<file path="src/rtl/screen_arbiter.sv">
// screen_arbiter: VGA/CPU/debug arbiter for the single-port Hack screen RAM (define SCREEN_ARB_RR_EN for CPU/debug round-robin)
module screen_arbiter #(
  parameter int ADDR_WIDTH = 13,
  parameter int DATA_WIDTH = 16,
  parameter int RD_LATENCY = 1
) (
  input  logic                  clk,
  input  logic                  rst_n,
  input  logic                  vga_req,
  input  logic [ADDR_WIDTH-1:0] vga_addr,
  output logic                  vga_gnt,
  output logic                  vga_rvalid,
  input  logic                  cpu_req,
  input  logic                  cpu_we,
  input  logic [ADDR_WIDTH-1:0] cpu_addr,
  input  logic [DATA_WIDTH-1:0] cpu_wdata,
  output logic                  cpu_gnt,
  output logic                  cpu_rvalid,
  input  logic                  dbg_req,
  input  logic                  dbg_we,
  input  logic [ADDR_WIDTH-1:0] dbg_addr,
  input  logic [DATA_WIDTH-1:0] dbg_wdata,
  output logic                  dbg_gnt,
  output logic                  dbg_rvalid,
  output logic [DATA_WIDTH-1:0] rdata,
  output logic                  ram_en,
  output logic                  ram_we,
  output logic [ADDR_WIDTH-1:0] ram_addr,
  output logic [DATA_WIDTH-1:0] ram_wdata,
  input  logic [DATA_WIDTH-1:0] ram_rdata
);
  localparam int DEPTH = 1 + RD_LATENCY;
  localparam logic [1:0] OWN_VGA = 2'd0;
  localparam logic [1:0] OWN_CPU = 2'd1;
  localparam logic [1:0] OWN_DBG = 2'd2;

  logic                  cpu_win;
  logic [2:0]            tag_q [DEPTH];
  logic [2:0]            tag_d;
  logic                  ram_en_q, ram_en_d;
  logic                  ram_we_q, ram_we_d;
  logic [ADDR_WIDTH-1:0] ram_addr_q, ram_addr_d;
  logic [DATA_WIDTH-1:0] ram_wdata_q, ram_wdata_d;

`ifdef SCREEN_ARB_RR_EN
  logic ptr_q, ptr_d;
  assign cpu_win = !dbg_req || !ptr_q;
  assign ptr_d   = cpu_gnt ? 1'b1 : dbg_gnt ? 1'b0 : ptr_q;
  // pointer moves away from whichever of CPU/debug was just served (0 = CPU next)
  always_ff @(posedge clk or negedge rst_n)
    if (!rst_n) ptr_q <= 1'b0;
    else        ptr_q <= ptr_d;
`else
  assign cpu_win = 1'b1;
`endif

  assign vga_gnt = vga_req;
  assign cpu_gnt = !vga_req && cpu_req && cpu_win;
  assign dbg_gnt = !vga_req && dbg_req && !cpu_gnt;

  // next RAM command and the read tag for this cycle's winner
  always_comb begin
    ram_en_d    = vga_gnt | cpu_gnt | dbg_gnt;
    ram_we_d    = (cpu_gnt & cpu_we) | (dbg_gnt & dbg_we);
    ram_addr_d  = vga_gnt ? vga_addr : cpu_gnt ? cpu_addr : dbg_gnt ? dbg_addr : ram_addr_q;
    ram_wdata_d = cpu_gnt ? cpu_wdata : dbg_gnt ? dbg_wdata : ram_wdata_q;
    tag_d       = vga_gnt              ? {1'b1, OWN_VGA} :
                  (cpu_gnt && !cpu_we) ? {1'b1, OWN_CPU} :
                  (dbg_gnt && !dbg_we) ? {1'b1, OWN_DBG} : 3'b000;
  end

  // registered RAM command; address/data hold when idle
  always_ff @(posedge clk or negedge rst_n)
    if (!rst_n) begin
      ram_en_q    <= 1'b0;
      ram_we_q    <= 1'b0;
      ram_addr_q  <= '0;
      ram_wdata_q <= '0;
    end else begin
      ram_en_q    <= ram_en_d;
      ram_we_q    <= ram_we_d;
      ram_addr_q  <= ram_addr_d;
      ram_wdata_q <= ram_wdata_d;
    end

  // tag shift register aligned with RAM read latency; reset drops in-flight reads
  always_ff @(posedge clk or negedge rst_n)
    if (!rst_n) begin
      for (int i = 0; i < DEPTH; i++) tag_q[i] <= 3'b000;
    end else begin
      tag_q[0] <= tag_d;
      for (int i = 1; i < DEPTH; i++) tag_q[i] <= tag_q[i-1];
    end

  assign vga_rvalid = tag_q[DEPTH-1] == {1'b1, OWN_VGA};
  assign cpu_rvalid = tag_q[DEPTH-1] == {1'b1, OWN_CPU};
  assign dbg_rvalid = tag_q[DEPTH-1] == {1'b1, OWN_DBG};
  assign rdata      = ram_rdata;
  assign ram_en     = ram_en_q;
  assign ram_we     = ram_we_q;
  assign ram_addr   = ram_addr_q;
  assign ram_wdata  = ram_wdata_q;
endmodule

</file>
<file path="config.mk">
export PLATFORM = sky130hd
export DESIGN_NAME = screen_arbiter
export DESIGN_NICKNAME = d
export VERILOG_FILES = /design/src/rtl/screen_arbiter.sv
export SDC_FILE = /design/constraint.sdc
export NUM_CORES = 1
export LEC_CHECK = 0
export ABC_AREA = 1
export CORE_MARGIN = 3
export CORE_UTILIZATION = 37
export CTS_CLUSTER_SIZE = 24
export DETAILED_ROUTE_END_ITERATION = 7
export HOLD_SLACK_MARGIN = 0.15
export PLACE_DENSITY = 0.86
export RECOVER_POWER = 25
export SYNTH_ARGS = -nofsm -noshare
export SYNTH_HDL_FRONTEND = slang
export SYNTH_SLANG_ARGS = --single-unit
</file>
<file path="constraint.sdc">
create_clock -name clk -period 1.9 [get_ports clk]
set_clock_uncertainty 0.15 [all_clocks]
set_input_delay 0.19 -clock clk [delete_from_list [all_inputs] [get_ports clk]]
set_output_delay 0.19 -clock clk [all_outputs]
set_load 0.05 [all_outputs]
</file>
==> results of run 1 <==
state kept, by name (all words and copies together), names as in the netlist:
signal / count
ram_addr: 13
ram_en: 1
ram_wdata: 16
ram_we: 1
tag_q: 6
worst paths after layout:
| check | cells after the start | to | slack [ns] |
|---|---|---|---|
| setup / recovery | 1 | ram_addr[7] | 0.09 |
| hold / removal | 0 | tag_q[2] | 0.21 |
| setup reg to reg | 2 | ram_wdata[0] | 1.09 |
| hold reg to reg | 0 | tag_q[2] | 0.21 |
| max in group asynchronous | 2 | ram_addr[1] | 0.63 |
| min in group asynchronous | 2 | ram_addr[5] | 0.40 |
per-stage QoR:
stage	total power [W]	cells	hold WS (ns)	area [sq um]
final	0.002519	447	0.2059	3251
after global placement	0.001842	438	0.1713	3133
after floorplan	0.001533	278	-0.2556	2033
after global routing	0.002649	447	0.2169	3251
after detailed placement	0.001859	438	0.1805	3133
after CTS	0.002545	447	0.2081	3258
cell type report:
| class | count | area, sq um | area share (%) |
|---|---|---|---|
| repair buffers | 122 | 1234 | 37.95 |
| clock inverters | 3 | 46.29 | 1.424 |
| clock buffers | 5 | 68.82 | 2.117 |
| multi-input cells | 186 | 798.3 | 24.56 |
| flip-flops and latches | 37 | 925.9 | 28.48 |
| inverters | 24 | 90.09 | 2.771 |
| well taps | 70 | 87.58 | 2.694 |
cells in the mapped netlist:
library cell    n
buf_2           9
inv_1          22
nand2_4         2
nor2_1         18
nand3_1        43
nand2_1       101
dfrtp_1        37
buf_4          18
buf_6           2
o21ai_0         1
nand2_2         2
buf_1           1
clkbuf_2        1
o21ai_1        16
nor3b_1         1
nor3_1          1
nor2_4          1
inv_2           2
per-layer routing:
layer  vias to the layer above  share of wire (%)  GRT usage [%]
li1                       1039                  -              -
met1                       960                 38          21.59
met2                        79                 53          31.95
met3                        16                5.5          3.475
met4                         0                2.9          9.628
met5                         -                  0              0
power groups by stage:
stage	Clock (W)	Sequential, W	Combinational, W
final	0.000680	0.000925	0.000913
after global routing	0.000740	0.000938	0.000972
after CTS	0.000696	0.000926	0.000923
after detailed placement	0	0.000939	0.000920
after global placement	0	0.000937	0.000905
after floorplan	0	0.00123	0.000303
repair_timing:
action,in CTS,in global routing
endpoints found under the hold margin,37,0
resized for setup,0,0
hold buffers,1,0
cells by family after synthesis:
group                  after synthesis
DFF                                 37
buffers and inverters               55
and+or+nand+nor                    169
AOI/OAI and AO/OA                   17
==> metrics.md, run 1 <==
| Metric | Value |
|---|---|
| Simple logic cell fraction of the synthesized area | 35.45% |
| Mapped Avg Cell Area | 7.314 sq um |
| Post-layout nets | 470 |
| Family with the most delay on the worst path | buffers and inverters |
| Post-detailed-placement half-perimeter wirelength | 4551 microns |
| CTS sink count | 37 |
| Commonest non-fill, non-tap cell in the layout | clkdlybuf4s50_1 |
| Area share of the largest cell type after synthesis | 45.54% |
| Clock latency on the worst-skew pair | 0.29 ns |
| DRC violation count after routing | 0 |
| Proportion of synthesized chip area in sequential cells | 45.54% |
| Final estimated routing congestion in global placement | 0.7845 |
| Final period demand of the worst path | 1.811 ns |
| Kind of capture point of the worst setup path | output port |
| Number of buffer and inverter stages on the critical path | 1 |
| Total via count in the routed design | 2094 |
| Top-Level Pins | 147 |
| Pin slew with the least headroom to its limit | 0.8891 ns |
| Number of routed nets with antenna violations | 0 |
| Switching Fraction | 34.81% |
| Delay of the slowest cell on the worst path | 0.81 ns |
| Max Fanout on Critical Path | 2 |
| Longest Clk Path Bufs | 2 |
| Compound-gate portion of the synthesized area | 4.185% |
| Top library cells by usage in the layout, fill and taps aside | clkdlybuf4s50_1, nand2_1, nand3_1 |
| Area share of xor/xnor cells in the synthesized design | 0% |
| Clock edge transition at the registers on the reported setup and hold paths | 0.08 ns |
| Beginning of the worst hold path | tag_q[5] |
| Synth Warn # | 0 |
| RSZ-0062 raised after global routing | no |
| Maximum achievable frequency | 552.2 MHz |
| Fin worst setup slack | 0.08912 ns |
| Design internal power | 0.001642 W |
| Reported max-cap violation count | 0 |
| Most area-hungry cell type in the Yosys netlist | dfrtp_1 |
| Start of the worst register-to-register path | ram_wdata[0] |
| Post-synthesis cell count | 278 |
| Die W | 80.13 microns |
| Starting DRC count in detailed routing | 94 |
| Number of pins exceeding their max-slew limit in the final report | 0 |
| Cell area power density | 774.9 nW/um^2 |
| Portion of total power attributed to combinational logic | 36.2% |
| Antenna cell count | 0 |
| Synthesis-to-layout area growth | 59.88% |
| Average vias per placed instance | 4.685 |
| Clock tree from TritonCTS | yes |
| Routed Wire Length | 5819 microns |
| TritonCTS Buffers | 5 |
| Number of antenna violations at the first check in global routing | 0 |
| Net switching power figure | 0.0008767 W |
| Die Height | 80.13 microns |
| Average wire per standard cell | 13.02 microns |
| Relative max-transition margin | 40.73% |
| Worst-case setup slack after placement | 0.1329 ns |
| Clock root buffer | clkbuf_8 |
| Part of the total power dissipated in the clock network | 27.0% |
| Tot GR Track Use | 18.48% |
| Final global-route overflow total | 0 |
| Final setup violation count | 0 |
| Mapped cell area | 2033 sq um |
| Post-CTS setup buffer count | 0 |
| Required arrival time at the worst endpoint | 1.56 ns |
| Worst vdd rail ir drop | 0.4298 mV |
| Share of the cycle needed by the critical path after routing | 95.31% |
| Number of nets in the synthesized netlist | 372 |
| Category of the critical setup timing path | reg2out |
| Setup TNS after final layout | 0 ns |
| Leakage power of the design | 1.581 nW |
| Hold Fails Final Rpt | 0 |
| Element type at the critical path start | register |
| Initial DRT Pass Iterations | 4 |
| Vias in the first global route | 2046 |
| Initial Utilization | 39.06% |
| Main combinational cell family by area after synthesis | simple AND/OR/NAND/NOR gates |
| Number of rows in the core area | 26 |
| First-pass GRT wire length | 9246 microns |
| Port buffer count | 114 |
| Post-synthesis mux area share | 0% |
| Core footprint | 5205 sq um |
| Cells traversed along the worst timing path | clkdlybuf4s50_1 |
| Ratio of cells with drive above 1 in the final layout | 7.427% |
| Utilization of the core after routing | 62.45% |
| Leading cell types by total area after synthesis | dfrtp_1, nand2_1, nand3_1, buf_4, inv_1 |
| Crit path max-delay cell type | clkdlybuf4s50_1 |
| Fraction of the mapped netlist area in adder cells | 0% |
| Die Outline Area | 6421 sq um |
| Worst min path class | reg2reg |
| Number of distinct standard cells referenced by the synthesized netlist | 18 |
| Sequential fraction of design power | 36.7% |
| CP arrival | 1.47 ns |
| Run status | finished, final reports clean |
| Filler cell count in the final layout | 471 |
| Synthesized flop and latch total | 37 |
| # H-tree levels | 2 |
| Critical path startpoint | ram_addr[7] |
| Largest net degree at the start of global routing | 42 |
Power figures use the tool's default switching activity.
==> run 2: changes to the inputs <==
--- a/config.mk
+++ b/config.mk
@@ -7,11 +7,13 @@
 export LEC_CHECK = 0
 export ABC_AREA = 1
 export CORE_MARGIN = 3
-export CORE_UTILIZATION = 37
+export CORE_UTILIZATION = 44
 export CTS_CLUSTER_SIZE = 24
 export DETAILED_ROUTE_END_ITERATION = 7
+export DONT_BUFFER_PORTS = 1
+export GPL_TIMING_DRIVEN = 0
 export HOLD_SLACK_MARGIN = 0.15
-export PLACE_DENSITY = 0.86
+export PLACE_DENSITY = 0.6
 export RECOVER_POWER = 25
 export SYNTH_ARGS = -nofsm -noshare
 export SYNTH_HDL_FRONTEND = slang
==> run 2 against run 1 <==
  * Wire length is 7.6% higher
  * Non-clock buffer count is 16 lower
  * Register-to-register slack worse by 0.86 ns
  * Critical path type is now in2reg
  * Highest routed layer unchanged
==> metrics.md, run 2 (synthesis results as in run 1) <==
| Metric | Value |
|---|---|
| Tot GR Track Use | 23.22% (+4.7 points) |
| Depth of the worst hold-timing path | 0 (unchanged) |
| Post-layout nets | 454 (-3.4%) |
| Pin slew with the least headroom to its limit | 0.9221 ns (+0.03300 ns) |
| Final global-route overflow total | 0 (unchanged) |
| Synthesis-to-layout area growth | 41.54% |
| Top-Level Pins | 147 (unchanged) |
| Category of the critical setup timing path | in2reg |
| Post-CTS setup buffer count | 0 (unchanged) |
| Post-route standard cell area excluding fillers | 2878 sq um (-11%) |
| Longest Clk Path Bufs | 2 (unchanged) |
| Critical path startpoint | dbg_req |
| Clock root buffer | clkbuf_8 |
| Number of pins exceeding their max-slew limit in the final report | 0 (unchanged) |
| Required arrival time at the worst endpoint | 1.98 ns (+0.42 ns) |
| Fin worst setup slack | 0.07654 ns (-0.01258 ns) |
| Reg2Reg Setup Slack | 0.23 ns (-0.86 ns) |
| Average wire per standard cell | 15.16 microns (+16%) |
| Reported max-cap violation count | 0 (unchanged) |
| TritonCTS Buffers | 5 (unchanged) |
| # H-tree levels | 2 (unchanged) |
| Maximum achievable frequency | 548.4 MHz (-0.69%) |
| Final period demand of the worst path | 1.823 ns (+0.01258 ns) |
| Post-detailed-placement half-perimeter wirelength | 3708 microns (-19%) |
| Number of rows in the core area | 24 (-7.7%) |
| Share of the cycle needed by the critical path after routing | 95.97% (+0.66 points) |
| CP endpoint | ram_wdata[5] |
| Clock latency on the worst-skew pair | 0.28 ns (about the same) |
| Worst R2R Path Depth | 3 (+1) |
| Clock edge transition at the registers on the reported setup and hold paths | 0.07 ns (about the same) |
| Max Fanout on Critical Path | 10 (+8) |
| Start of the worst register-to-register path | ram_wdata[0] |
| Port buffer count | 0 (-100%) |
| Core footprint | 4414 sq um (-15%) |
| Element type at the critical path start | input pin |
| RSZ-0062 raised after global routing | yes |
| Utilization of the core after routing | 65.19% (+2.7 points) |
| Delay of the slowest cell on the worst path | 0.58 ns (-0.23 ns) |
| Kind of capture point of the worst setup path | register |
| CP arrival | 1.90 ns (+0.43 ns) |
| End of the worst register-to-register path | ram_wdata[0] |
| Design Power | 0.002293 W (-9.0%) |
| Routed Wire Length | 6262 microns (+7.6%) |
| Die Outline Area | 5472 sq um (-15%) |
| First-pass GRT wire length | 9611 microns (+3.9%) |
| Number of routed nets with antenna violations | 0 (unchanged) |
| Antenna cell count | 0 (unchanged) |
| CTS sink count | 37 (unchanged) |
| Worst vdd rail ir drop | 0.4055 mV (-5.6%) |
| Hold Fails Final Rpt | 0 (unchanged) |
| Final estimated routing congestion in global placement | 0.7230 (-7.8%) |
| Max FFs per register | 16 (unchanged) |
| Cells traversed along the worst timing path | dlygate4sd3_1, nand2_4, nand2_4, buf_6, nand2_1, o21ai_1, dlygate4sd3_1 |
| Leakage power of the design | 1.458 nW (-7.8%) |
| Worst min path class | reg2reg |
| Setup TNS after final layout | 0 ns (unchanged) |
| Vias in the first global route | 2089 (+2.1%) |
| Run status | finished, final reports clean |
| Final setup violation count | 0 (unchanged) |
| Top library cells by usage in the layout, fill and taps aside | nand2_1, dlygate4sd3_1, nand3_1 |
| Clock tree from TritonCTS | yes |
| Commonest non-fill, non-tap cell in the layout | nand2_1 |
| Cell area power density | 796.9 nW/um^2 (+2.8%) |
| Worst-case setup slack after placement | 0.04632 ns (-0.08661 ns) |
| Ratio of cells with drive above 1 in the final layout | 7.756% (+0.33 points) |
| Area post-placement | 2103 sq um (-33%) |
| Die W | 73.98 microns (-7.7%) |
| Average vias per placed instance | 5.073 (+8.3%) |
| Starting DRC count in detailed routing | 76 (-19%) |
| Initial Utilization | 46.06% (+7.0 points) |
| Die Height | 73.98 microns (-7.7%) |
| Largest net degree at the start of global routing | 38 (-9.5%) |
| DRC violation count after routing | 0 (unchanged) |
| Initial DRT Pass Iterations | 6 (+2) |
| Crit path max-delay cell type | dlygate4sd3_1 |
| Relative max-transition margin | 38.53% (-2.2 points) |
| Number of antenna violations at the first check in global routing | 0 (unchanged) |
| Total via count in the routed design | 2095 (+0.048%) |
run 2: report_power, final:
| part | switching (W) | internal, W |
|---|---|---|
| registers | 0.000367 | 0.000870 |
| clock network | 0.000264 | 0.000261 |
| logic | 0.000286 | 0.000246 |
run 2: worst min-delay path by stage:
stage	from	endpoint	slack, ns
5_1_grt	tag_q[5]	tag_q[2]	0.22
4_1_cts	vga_req	ram_addr[7]	0.18
3_5_place_dp	rst_n	ram_wdata[10]	-0.26
3_3_place_gp	rst_n	ram_wdata[10]	-0.25
2_1_floorplan	rst_n	ram_addr[0]	-0.26
6_report	tag_q[5]	tag_q[2]	0.20
run 2: layer usage:
layer	global-route usage, %	share of wire, %	up-vias
met5	0	0	-
met4	12.68	4.2	0
met3	6.892	9.4	26
met2	39.07	50	118
met1	26.39	36	944
li1	-	-	1007
run 2: cell type report:
| type | count | area, sq um |
|---|---|---|
| Sequential cell | 37 | 925.9 |
| Multi-Input combinational cell | 186 | 820.8 |
| Buffer | 31 | 150.1 |
| Clock buffer | 8 | 80.08 |
| Inverter | 24 | 90.09 |
| Fill cell | 416 | 1536 |
| Tap cell | 52 | 65.06 |
| Timing Repair Buffer | 75 | 745.7 |
run 2: worst max-delay path: cells and delay by family:
| family | cells | cell delay (ns) |
|---|---|---|
| buf+inv | 3 | 1.30 |
| simple gates | 3 | 0.29 |
| compound gates | 1 | 0.12 |
run 2: timing repair:
item,in CTS,in global routing
hold buffers,75,0
resized for setup,1,2
pin swaps,0,0
hold endpoints to repair,70,0
endpoints found under the setup margin,1,7
run 2: per-stage QoR:
step                cells  hold slack (ns)
global placement      330          -0.2548
detailed placement    330          -0.2550
global route          413           0.2157
finish                413           0.1973
floorplan             278          -0.2556
CTS                   413           0.1763
